`src/rtl/sram_controller_if.sv`:
```
// sram_controller_if
//   Groups the pipeline-side request bus and the SRAM pin bus of one
//   sram_controller instance.
//   Pipeline side : wr_en, rd_en, address, write_data -> ; <- read_data, ready
//   SRAM side     : <- sram_addr, sram_dq_out, sram_dq_oe, sram_we_n ; sram_dq_in ->
//   master : the environment (pipeline + SRAM device) driving the controller
//   slave  : the controller itself
// Handshake: a request is a level on wr_en/rd_en. It is accepted on the rising
// edge that ends an IDLE cycle in which it is present. ready is low from that
// IDLE cycle until the access finishes, and high for one DONE cycle. The
// requester holds or drops its request freely after acceptance. It has no
// effect until the controller is back in IDLE.
interface sram_controller_if #(
  parameter int ADDR_W = 18
);
  logic              wr_en;
  logic              rd_en;
  logic [31:0]       address;
  logic [31:0]       write_data;
  logic [31:0]       read_data;
  logic              ready;
  logic [ADDR_W-1:0] sram_addr;
  logic [15:0]       sram_dq_out;
  logic [15:0]       sram_dq_in;
  logic              sram_dq_oe;
  logic              sram_we_n;

  modport master (
    output wr_en, rd_en, address, write_data, sram_dq_in,
    input  read_data, ready, sram_addr, sram_dq_out, sram_dq_oe, sram_we_n
  );

  modport slave (
    input  wr_en, rd_en, address, write_data, sram_dq_in,
    output read_data, ready, sram_addr, sram_dq_out, sram_dq_oe, sram_we_n
  );
endinterface

```
`src/rtl/sram_controller.sv`:
```
// sram_controller
//   Splits one 32-bit load/store from the MEM stage into two 16-bit accesses
//   to an asynchronous SRAM. The low half-word goes first, then the high
//   half-word. Each half is held on the pins for WAIT_CYCLES cycles.
//   While an access is in flight, ready is low and the pipeline freezes.
// Ports
//   clk       : system clock, rising edge
//   rst       : asynchronous active-low reset
//   bus       : sram_controller_if.slave (request bus + SRAM pins)
//   state_dbg : current FSM state (0=IDLE, 1=LOW, 2=HIGH, 3=DONE)
module sram_controller #(
  parameter int          WAIT_CYCLES = 2,
  parameter int          ADDR_W      = 18,
  parameter logic [31:0] MEM_BASE    = 32'd1024
) (
  input  logic                   clk,
  input  logic                   rst,
  sram_controller_if.slave       bus,
  output logic [1:0]             state_dbg
);

  typedef enum logic [1:0] {
    IDLE = 2'd0,
    LOW  = 2'd1,
    HIGH = 2'd2,
    DONE = 2'd3
  } state_t;

  localparam logic [3:0] CNT_LAST = 4'(WAIT_CYCLES - 1);

  state_t       state;
  state_t       next_state;
  logic [3:0]   cnt;
  logic [31:0]  lat_addr;
  logic [31:0]  lat_wdata;
  logic         lat_wr;
  logic [31:0]  read_q;

  logic [31:0]       eff;
  logic [ADDR_W-2:0] word;
  logic              req;
  logic              cnt_last;

  // Data memory starts at MEM_BASE. The subtraction wraps, and the slice
  // silently drops any bits above the SRAM's range.
  assign eff      = lat_addr - MEM_BASE;
  assign word     = eff[ADDR_W:2];
  assign req      = bus.rd_en | bus.wr_en;
  assign cnt_last = (cnt == CNT_LAST);

  logic unused_eff;
  assign unused_eff = ^{eff[31:ADDR_W+1], eff[1:0]};

  assign bus.read_data = read_q;
  assign state_dbg     = state;

  always_ff @(posedge clk or negedge rst) begin
    if (!rst) begin
      state     <= IDLE;
      cnt       <= '0;
      lat_addr  <= '0;
      lat_wdata <= '0;
      lat_wr    <= 1'b0;
      read_q    <= '0;
    end else begin
      state <= next_state;
      case (state)
        IDLE: begin
          if (req) begin
            lat_addr  <= bus.address;
            lat_wdata <= bus.write_data;
            // With both requests high, the access is a store.
            lat_wr    <= bus.wr_en;
            cnt       <= '0;
          end
        end
        LOW: begin
          if (cnt_last) begin
            cnt <= '0;
            if (!lat_wr) read_q[15:0] <= bus.sram_dq_in;
          end else begin
            cnt <= cnt + 4'd1;
          end
        end
        HIGH: begin
          if (cnt_last) begin
            cnt <= '0;
            if (!lat_wr) read_q[31:16] <= bus.sram_dq_in;
          end else begin
            cnt <= cnt + 4'd1;
          end
        end
        default: begin
        end
      endcase
    end
  end

  always_comb begin
    next_state      = state;
    bus.ready       = 1'b0;
    bus.sram_addr   = '0;
    bus.sram_dq_out = '0;
    bus.sram_dq_oe  = 1'b0;
    bus.sram_we_n   = 1'b1;
    case (state)
      IDLE: begin
        bus.ready = ~req;
        if (req) next_state = LOW;
      end
      LOW: begin
        bus.sram_addr = {word, 1'b0};
        if (lat_wr) begin
          bus.sram_we_n   = 1'b0;
          bus.sram_dq_oe  = 1'b1;
          bus.sram_dq_out = lat_wdata[15:0];
        end
        if (cnt_last) next_state = HIGH;
      end
      HIGH: begin
        bus.sram_addr = {word, 1'b1};
        if (lat_wr) begin
          bus.sram_we_n   = 1'b0;
          bus.sram_dq_oe  = 1'b1;
          bus.sram_dq_out = lat_wdata[31:16];
        end
        if (cnt_last) next_state = DONE;
      end
      DONE: begin
        // Return to IDLE unconditionally. The request is still high while
        // the pipeline advances, and it must not start a second access here.
        bus.ready  = 1'b1;
        next_state = IDLE;
      end
      default: begin
        next_state = IDLE;
      end
    endcase
  end

endmodule

```
`src/flat_wrapper.sv`:
```
// flat-port wrapper written by rule: the top's interface ports become plain ports
module sram_controller_flat 
#(
  parameter int          WAIT_CYCLES = 2,
  parameter int          ADDR_W      = 18,
  parameter logic [31:0] MEM_BASE    = 32'd1024
)
  (clk, rst, state_dbg, bus_wr_en, bus_rd_en, bus_address, bus_write_data, bus_sram_dq_in, bus_read_data, bus_ready, bus_sram_addr, bus_sram_dq_out, bus_sram_dq_oe, bus_sram_we_n);
  sram_controller_if #(.ADDR_W(ADDR_W)) bus_i ();
  input  logic clk;
  input  logic rst;
  output logic [1:0] state_dbg;
  input wire logic [$bits(bus_i.wr_en)-1:0] bus_wr_en;
  input wire logic [$bits(bus_i.rd_en)-1:0] bus_rd_en;
  input wire logic [$bits(bus_i.address)-1:0] bus_address;
  input wire logic [$bits(bus_i.write_data)-1:0] bus_write_data;
  input wire logic [$bits(bus_i.sram_dq_in)-1:0] bus_sram_dq_in;
  output wire logic [$bits(bus_i.read_data)-1:0] bus_read_data;
  output wire logic [$bits(bus_i.ready)-1:0] bus_ready;
  output wire logic [$bits(bus_i.sram_addr)-1:0] bus_sram_addr;
  output wire logic [$bits(bus_i.sram_dq_out)-1:0] bus_sram_dq_out;
  output wire logic [$bits(bus_i.sram_dq_oe)-1:0] bus_sram_dq_oe;
  output wire logic [$bits(bus_i.sram_we_n)-1:0] bus_sram_we_n;
  assign bus_i.wr_en = bus_wr_en;
  assign bus_i.rd_en = bus_rd_en;
  assign bus_i.address = bus_address;
  assign bus_i.write_data = bus_write_data;
  assign bus_i.sram_dq_in = bus_sram_dq_in;
  assign bus_read_data = bus_i.read_data;
  assign bus_ready = bus_i.ready;
  assign bus_sram_addr = bus_i.sram_addr;
  assign bus_sram_dq_out = bus_i.sram_dq_out;
  assign bus_sram_dq_oe = bus_i.sram_dq_oe;
  assign bus_sram_we_n = bus_i.sram_we_n;
  sram_controller #(.WAIT_CYCLES(WAIT_CYCLES), .ADDR_W(ADDR_W), .MEM_BASE(MEM_BASE)) u_core (.clk(clk), .rst(rst), .bus(bus_i), .state_dbg(state_dbg));
endmodule
```
`config.mk`:
```
export PLATFORM = sky130hd
export DESIGN_NAME = sram_controller_flat
export DESIGN_NICKNAME = d
export VERILOG_FILES = /design/src/rtl/sram_controller_if.sv /design/src/rtl/sram_controller.sv /design/src/flat_wrapper.sv
export SDC_FILE = /design/constraint.sdc
export NUM_CORES = 1
export LEC_CHECK = 0
export ABC_AREA = 1
export ABC_CLOCK_PERIOD_IN_PS = 3000
export BUFFER_PORTS_ARGS = -buffer_cell sky130_fd_sc_hd__buf_2
export CAP_MARGIN = 20
export CORE_UTILIZATION = 53
export DETAILED_ROUTE_END_ITERATION = 12
export HOLD_SLACK_MARGIN = 0.02
export PLACE_DENSITY = 0.87
export SYNTH_ARGS = -nofsm -noshare
export SYNTH_HDL_FRONTEND = slang
export SYNTH_SLANG_ARGS = --single-unit
```
`constraint.sdc`:
```
create_clock -name clk -period 3 [get_ports clk]
set_clock_uncertainty 0.2 [all_clocks]
set_input_delay 0.45 -clock clk [delete_from_list [all_inputs] [get_ports clk]]
set_output_delay 0.45 -clock clk [all_outputs]
set_load 0.01 [all_outputs]
```
# ---- Yosys cells after proc, flatten, opt, wreduce, memory -nomap -nowiden
# Cells that the tools add are included.
dict set report word_totals {
  regBits 90
  latch_bits 0
  mem_bits_rw 0
  rom_bits 0
  inputBits 84
  out_inout_bits 71
  elab_cells 43
  mem_count 0
}
dict set report classes {
  addsub 2
  multipliers 0
  div_mod_pow 0
  order_cmp 0
  eq_ne 7
  n_shift 0
  muxes 16
  bitwise_logic 3
  reduce_logical 8
}
# op count
set ops {}
lappend ops {{18-bit case mux with 2 select lines} 1}
lappend ops {{16-bit 2-to-1 mux} 2}
lappend ops {{16-bit case mux with 2 select lines} 1}
lappend ops {{19-bit by 11-bit subtractor with 19-bit output, second input constant} 1}
lappend ops {{3-bit AND reduction} 3}
lappend ops {{4-bit 2-to-1 mux} 2}
lappend ops {{2-bit case mux with 4 select lines} 1}
lappend ops {{4-bit case mux with 2 select lines} 1}
lappend ops {{2-bit 2-to-1 mux} 3}
lappend ops {{2-bit by 1-bit inequality test with 1-bit output, second input constant} 3}
lappend ops {{4-bit by 1-bit adder with 4-bit output, second input constant} 1}
lappend ops {{2-bit equality test, second input constant} 2}
lappend ops {{4-bit by 1-bit equality test with 1-bit output, second input constant} 1}
lappend ops {{1-bit 2-to-1 mux} 4}
lappend ops {{2-bit AND reduction} 2}
lappend ops {{2-bit by 1-bit equality test with 1-bit output, second input constant} 1}
lappend ops {{2-bit logical NOT} 1}
lappend ops {{1-bit inverter} 2}
lappend ops {{1-bit case mux with 2 select lines} 1}
lappend ops {{2-bit nonzero test} 1}
lappend ops {{2-bit OR reduction} 1}
lappend ops {{1-bit bitwise OR} 1}

# ---- Longest topological paths before layout
# Gate-level depths: netlist of run 1.
dict set report logic_depth {
  depth_word 4
  mapped_depth 9
  depth_no_buf 8
}

# ---- Worst setup path after synthesis of run 1
# Ideal clock, no wire load.
dict set report synth_timing {
  kind {flip-flop to output port}
  startpoint {register u_core.state[0] (netlist: u_core.state_dbg[0])}
  endpoint {output bus_sram_addr[13]}
  t_arrival_ns 1.462
  required_time_ns 2.350
  setup_slack_ns 0.888
  path_stages_with_launch 10
  path_buffers 1
  path_cell_list {dfrtp_1 > inv_1 > ha_1 > buf_4 > inv_1 > nand2_1 > nand2_2 > inv_2 > o21ai_1 > a21oi_1}
}
dict set report synth_between {
  elab_chain_cells 2
  word_cells_on_any_way 3
  cone_classes {eq/ne (2); mux (1)}
}
# item line_no
set synth_rtl {}
lappend synth_rtl {{start, declared} sram_controller.sv:31} ;# state_t state;
lappend synth_rtl {{start signal, assigned} sram_controller.sv:66} ;# state <= next_state;
lappend synth_rtl {{2-bit equality test / 2-bit by 1-bit equality test with 1-bit output (equally long branches)} sram_controller.sv:106} ;# case (state)
lappend synth_rtl {{18-bit case mux with 2 select lines *} sram_controller.sv:106}
lappend synth_rtl {{end, declared} flat_wrapper.sv:20} ;# output wire logic [$bits(bus_i.sram_addr)-1:0] bus_sram_addr;
# Every way passes the cells marked *; elsewhere a longest branch is shown, timed or not.

# ---- Final worst setup path of run 1
dict set report layout_timing {
  startpoint {register u_core.state[1] (netlist: u_core.state_dbg[1])}
  endpoint {output bus_sram_dq_out[6]}
}
dict set report layout_between {
  elab_chain_cells 2
  word_cells_on_any_way 3
  cone_classes {eq/ne (2); mux (1)}
}
# item line_no
set layout_rtl {}
lappend layout_rtl {{2-bit equality test / 2-bit by 1-bit equality test with 1-bit output (equally long branches)} sram_controller.sv:106}
lappend layout_rtl {{16-bit case mux with 2 select lines *} sram_controller.sv:106}
lappend layout_rtl {{end, declared} flat_wrapper.sv:21} ;# output wire logic [$bits(bus_i.sram_dq_out)-1:0] bus_sram_dq_out;
# Marked as above.

==> results of run 1 <==
[layout by cell type (no fill, tap or decap)]
cell type / n
nand2_2: 14
o21ai_2: 33
a21oi_1: 21
nor2_4: 1
buf_2: 138
xor2_1: 1
nand2_1: 192
inv_6: 3
xnor2_1: 1
ha_1: 8
dlygate4sd3_1: 1
nor2_1: 24
clkinv_4: 1
or2_2: 2
clkinv_8: 1
o21ai_0: 7
dfrtp_1: 88
o21ai_1: 16
nand3_1: 12
clkinvlp_4: 1
bufinv_16: 1
clkbuf_8: 9
inv_2: 3
buf_4: 7
nand3_4: 2
inv_1: 45
[cells by family after synthesis]
| logic type | after synthesis | synth area share |
|---|---|---|
| buffers and inverters | 70 | 0.0796 |
| adder cells (fa/ha/maj) | 8 | 0.0240 |
| XOR/XNOR | 2 | 0.00419 |
| AO/OA/AOI/OAI | 77 | 0.122 |
| AND/OR/NAND/NOR | 247 | 0.243 |
| flip-flops | 88 | 0.527 |
[area by class of cell]
cell class                 instances  area (um2)
clock buffer                       9         124
clock inverter                     7        88.8
fill                             658        2570
inverter                          48         180
multi-input combinational        334        1640
sequential                        88        2200
tap                              102         128
timing repair buffer             146         753
[flip-flops by register name (all words and copies together) (netlist names)]
signal / count
u_core.bus.read_data: 32
u_core.lat_wdata: 32
u_core.lat_addr: 17
u_core.cnt: 4
u_core.state_dbg: 2
u_core.lat_wr: 1
[tightest hold or removal path: cells and delay by family]
family	cells	cell delay, ns
buffers and inverters	1	0.07
and+or+nand+nor	2	0.08
[final timing paths]
kind                            slack (ns)  cells past startpoint                        to
worst max-delay path                  0.37                      5        bus_sram_dq_out[6]
worst min-delay path                  0.09                      3      u_core.lat_wdata[27]
worst max register to register        0.95                      6  u_core.bus.read_data[15]
worst min register to register        0.28                      2   u_core.bus.read_data[2]
max in group asynchronous             1.43                      3  u_core.bus.read_data[17]
min in group asynchronous             0.44                      2   u_core.bus.read_data[0]
[power groups by stage]
stage                     Clock, W  Combinational [W]  Sequential (W)
final                     0.000853            0.00260         0.00211
after global placement           0            0.00251         0.00209
after floorplan                  0            0.00174         0.00219
after CTS                 0.000886            0.00263         0.00211
after detailed placement         0            0.00263         0.00213
after global routing      0.000928            0.00294         0.00218
[through the flow]
step / instance area [um2] / instances
5_1_grt: 5120 / 734
3_3_place_gp: 4900 / 717
4_1_cts: 5120 / 734
3_5_place_dp: 4900 / 717
2_1_floorplan: 4180 / 492
6_report: 5120 / 734
[metal layers]
| metal | GRT usage | up-vias | wire, um |
|---|---|---|---|
| met5 | 0 | - | 0 |
| met4 | 0.0899 | 0 | 99 |
| met3 | 0.0412 | 6 | 461 |
| met2 | 0.415 | 93 | 4580 |
| met1 | 0.292 | 1653 | 4050 |
| li1 | - | 1788 | - |
[repair_timing]
| item | 4_1_cts | 5_1_grt |
|---|---|---|
| setup endpoints to repair | 0 | 0 |
| setup buffers | 0 | 0 |
| hold buffers | 1 | 0 |
| endpoints found under the hold margin | 45 | 0 |
==> metrics.md, run 1 <==
| Metric | Value |
|---|---|
| Synth area leader | dfrtp_1 |
| Ys flop type | dfrtp_1 |
| WP buf/inv | 2 |
| Worst setup SP type | flop |
| I/O pin total | 155 |
| Post-Syn Instances | 492 |
| Netlist cell types | 20 |
| Max Cap Viol | 0 |
| CP endpoint kind | output pin |
| Synth async-reset ratio | 1.00 |
| CTS sink count | 88 |
| Commonest cells in the netlist | 192 x nand2_1, 88 x dfrtp_1, 45 x inv_1, 33 x o21ai_2, 24 x nor2_1 |
| Worst skew pair latency | 0.34 ns |
| Slew headroom | 0.589 |
| Cell with the most instances after synthesis | nand2_1 |
| Iteration-0 DRC Markers | 182 |
| CP Cell Sequence | inv_1, ha_1, nand2_2, a21oi_1, buf_2 |
| Final hold vios | 0 |
| Setup Viol. Count Final | 0 |
| R2r startpoint | u_core.state_dbg[1] |
| Tot GR Track Use | 0.237 |
| Pre-CTS setup slack | 0.777 ns |
| Routability cong. | 0.837 |
| PostCTS Resize Cnt | 0 |
| Post-synth EDFFs | 0 |
| Setup TNS | 0 ns |
| Synth warn | 0 |
| Data arrival time of the critical path | 1.98 ns |
| Util after Layout | 0.666 |
| Power share of the sequential group | 0.379 |
| Switch Pwr | 0.00243 W |
| Post-DP HPWL | 6.49 mm |
| Tmin final | 2.63 ns |
| Initial antenna violation count | 0 |
| Ranking of synthesized cells by area | dfrtp_1 53%, nand2_1 17%, o21ai_2 6.9% |
| Sw Ratio | 0.436 |
| Root Driver | clkbuf_8 |
| Hold_sp | bus_write_data[27] |
| First-pass GRT wire length | 15.7 mm |
| Crit. Startpoint | u_core.state_dbg[1] |
| Avg WL per Cell | 12.5 um |
| Worst path max stage delay | 0.44 ns |
| Vias | 3540 |
| Initial Util | 0.544 |
| Final WS setup | 0.370 ns |
| Number of global-route vias before repair | 3472 |
| H-tree Lvls | 3 |
| Antenna diodes | 0 |
| Gate power share | 0.467 |
| Critical path peak fanout | 18 |
| Total CTS buffers | 9 |
| Yosys top cell area share | 0.527 |
| PwrDens | 1090 nW/um2 |
| Slew @ Worst Pin | 0.617 ns |
| Syn Area/Cell | 8.49 um2 |
| Drt drc | 0 |
| Crit-path leading delay family | flip-flops |
| Row cnt | 32 |
| Status | completed |
| Pleak | 2.83 nW |
| Mapped Area | 4180 um2 |
| TritonCTS clock tree | yes |
| Layout area overhead | 22.5% |
| DIE HEIGHT | 90.8 um |
| Final nets | 719 |
| Slowest CP cell | dfrtp_1 |
| Period utilisation layout | 0.877 |
| Reg clk slew, reported paths | 0.09 ns |
| Pre-antenna DRT Iters | 4 |
| Maximum clock frequency | 380 MHz |
| Die Area | 8240 um2 |
| Die width | 90.8 um |
| Overall power | 0.00557 W |
| Vias per cell | 4.82 |
| Pins over their slew limit | 0 |
| ANT nets after route | 0 |
| DRT Wirelength | 9.18 mm |
| #FFs+latches synth | 88 |
| Largest net degree at the start of global routing | 65 |
| Clk buf depth | 2 |
| Layout cells sized above 1 | 0.342 |
| Seq/Total Area, Yosys | 0.527 |
| Clock share of power | 0.153 |
| Internal | 0.00314 W |
| Final hold slack | 0.0930 ns |
| GRT overflow | 0 |
| Worst vdd ir | 0.502 mV |
| Port Buffers | 139 |
| Core area | 7690 um2 |
| Critical path class | reg -> out |
| Critical Path RT | 2.35 ns |
| Syn Nets | 584 |
| Worst Hold Class | in -> reg |
| RSZ-0062 raised after global routing | false |
Power figures use the tool's default switching activity.
==> run 2: changes to the inputs <==
--- a/config.mk
+++ b/config.mk
@@ -6,9 +6,9 @@
 export NUM_CORES = 1
 export LEC_CHECK = 0
 export ABC_AREA = 1
-export ABC_CLOCK_PERIOD_IN_PS = 3000
 export BUFFER_PORTS_ARGS = -buffer_cell sky130_fd_sc_hd__buf_2
 export CAP_MARGIN = 20
+export CORE_ASPECT_RATIO = 1.4
 export CORE_UTILIZATION = 53
 export DETAILED_ROUTE_END_ITERATION = 12
 export HOLD_SLACK_MARGIN = 0.02
==> run 2 against run 1 <==
  * Routed wire length up 1.3%
  * Sequential cell count unchanged
  * Clock power up 4.5%
  * Cell count down 0.82%
  * Global-route usage about the same
  * Power up 1.1%
  * Fmax down 1.5%
  * First-iteration DRC count up 8.2%
  * Via count up 3.0%
  * Critical endpoint is now bus_sram_addr[13]
  * Largest power group unchanged
==> metrics.md, run 2 (synthesized netlist as in run 1, its figures left out) <==
| Metric | Value |
|---|---|
| Status | completed |
| Util after Layout | 0.684 |
| RSZ-0062 raised after global routing | false |
| Clk buf depth | 2 |
| Crit Reg-Reg Endpoint | u_core.bus.read_data[3] |
| Avg WL per Cell | 12.8 um |
| ANT nets after route | 0 |
| Antenna diodes | 0 |
| Final hold slack | 0.0800 ns |
| Worst setup SP type | flop |
| Routability cong. | 0.811 |
| R2r setup slk | 0.96 ns |
| H-tree Lvls | 3 |
| Post-DP HPWL | 6.62 mm |
| Slew @ Worst Pin | 0.568 ns |
| Initial antenna violation count | 0 |
| CP endpoint kind | output pin |
| Tmin final | 2.67 ns |
| Final hold vios | 0 |
| Placed Cells | 711 |
| Layout cells sized above 1 | 0.336 |
| Critical path class | reg -> out |
| Critical path peak fanout | 13 |
| Largest net degree at the start of global routing | 56 |
| Core area | 7500 um2 |
| GRT overflow | 0 |
| Register area | 2200 um2 |
| Total CTS buffers | 9 |
| Vias per cell | 5.01 |
| DRT Wirelength | 9.31 mm |
| Vias | 3646 |
| Worst skew pair latency | 0.35 ns |
| Post-Layout Cell Count | 728 |
| Worst r2r path cells | 6 |
| WHS Endpoint | u_core.lat_wdata[8] |
| Period utilisation layout | 0.890 |
| Maximum clock frequency | 375 MHz |
| Row cnt | 37 |
| Root Driver | clkbuf_8 |
| Final nets | 718 |
| Data arrival time of the critical path | 2.02 ns |
| Reg clk slew, reported paths | 0.08 ns |
| Hold depth | 3 |
| Die Area | 8250 um2 |
| Hold_sp | bus_write_data[8] |
| Number of global-route vias before repair | 3540 |
| Pleak | 2.84 nW |
| DIE HEIGHT | 107 um |
| PwrDens | 1100 nW/um2 |
| I/O pin total | 155 |
| Commonest non-fill, non-tap cell in the layout | nand2_1 |
| Critical Path RT | 2.35 ns |
| Slew headroom | 0.622 |
| Tot GR Track Use | 0.237 |
| Pre-antenna DRT Iters | 4 |
| Worst vdd ir | 0.598 mV |
| Iteration-0 DRC Markers | 197 |
| Layout area overhead | 22.8% |
| CTS sink count | 88 |
| Multi-input logic area | 1640 um2 |
| Worst Hold Class | in -> reg |
| Setup Viol. Count Final | 0 |
| Max Cap Viol | 0 |
| Drt drc | 0 |
| R2r startpoint | u_core.state_dbg[1] |
| Die width | 77.0 um |
| First-pass GRT wire length | 15.4 mm |
| Most frequent cells in the layout | 192 x nand2_1, 138 x buf_2, 88 x dfrtp_1 |
| TritonCTS clock tree | yes |
| Initial Util | 0.557 |
| Pins over their slew limit | 0 |
| Port Buffers | 139 |
| Setup TNS | 0 ns |
| Fill cell count | 610 |
| Post-CTS Setup Bufs | 0 |
## run 2: cell types whose count changed in the layout (fill, tap and decap cells not counted), sizes merged
cell | before | now
clkinvlp | 1 | 0
inv | 51 | 48
bufinv | 1 | 2
buf | 145 | 144
clkbuf | 9 | 13
clkinv | 2 | 1
## run 2: worst max-delay path by stage
stage                        start                 to  slack [ns]  depth (start not counted)
2_1_floorplan  u_core.state_dbg[0]  bus_sram_addr[13]        0.89                          9
3_3_place_gp   u_core.state_dbg[0]  bus_sram_addr[17]        0.76                          7
3_5_place_dp   u_core.state_dbg[1]  bus_sram_addr[13]        0.68                          7
4_1_cts        u_core.state_dbg[1]  bus_sram_addr[13]        0.27                          7
5_1_grt        u_core.state_dbg[1]  bus_sram_addr[13]        0.16                          7
6_report       u_core.state_dbg[1]  bus_sram_addr[13]        0.33                          7
## run 2: power by group
| group | switching, W | internal [W] |
|---|---|---|
| Sequential | 0.000350 | 0.00178 |
| Clock | 0.000399 | 0.000492 |
| Combinational | 0.00164 | 0.000976 |
## run 2: repair_timing
item | in CTS | in global routing
hold endpoints to repair | 44 | 0
gates resized for setup | 0 | 0
hold buffers | 1 | 0
## run 2: stage by stage
stage / worst slack (ns) / instance area (um2) / total power (W)
finish: 0.330 / 5130 / 0.00563
global route: 0.161 / 5130 / 0.00607
CTS: 0.271 / 5130 / 0.00568
detailed placement: 0.678 / 4910 / 0.00477
global placement: 0.757 / 4910 / 0.00463
floorplan: 0.888 / 4180 / 0.00393
## run 2: layout make-up
| cell class | instances | share of cell area |
|---|---|---|
| Clock inverter | 3 | 0.0127 |
| Multi-Input combinational cell | 334 | 0.320 |
| Clock buffer | 13 | 0.0290 |
| Inverter | 48 | 0.0351 |
| Tap cell | 97 | 0.0236 |
| Timing Repair Buffer | 145 | 0.150 |
| Sequential cell | 88 | 0.429 |
## run 2: worst max-delay path, cell delays in order (launching register included)
cell and delay [ns]:
dfrtp_1 0.42, inv_1 0.10, ha_1 0.40, nand2_2 0.23, inv_2 0.16, o21ai_1 0.08, a21oi_1 0.13, buf_2 0.15
## run 2: per-layer routing
metal,GRT usage,vias to the layer above,wire (um)
met5,0,-,0
met4,0.115,0,189
met3,0.0460,19,574
met2,0.416,129,4710
met1,0.277,1712,3830
li1,-,1786,-
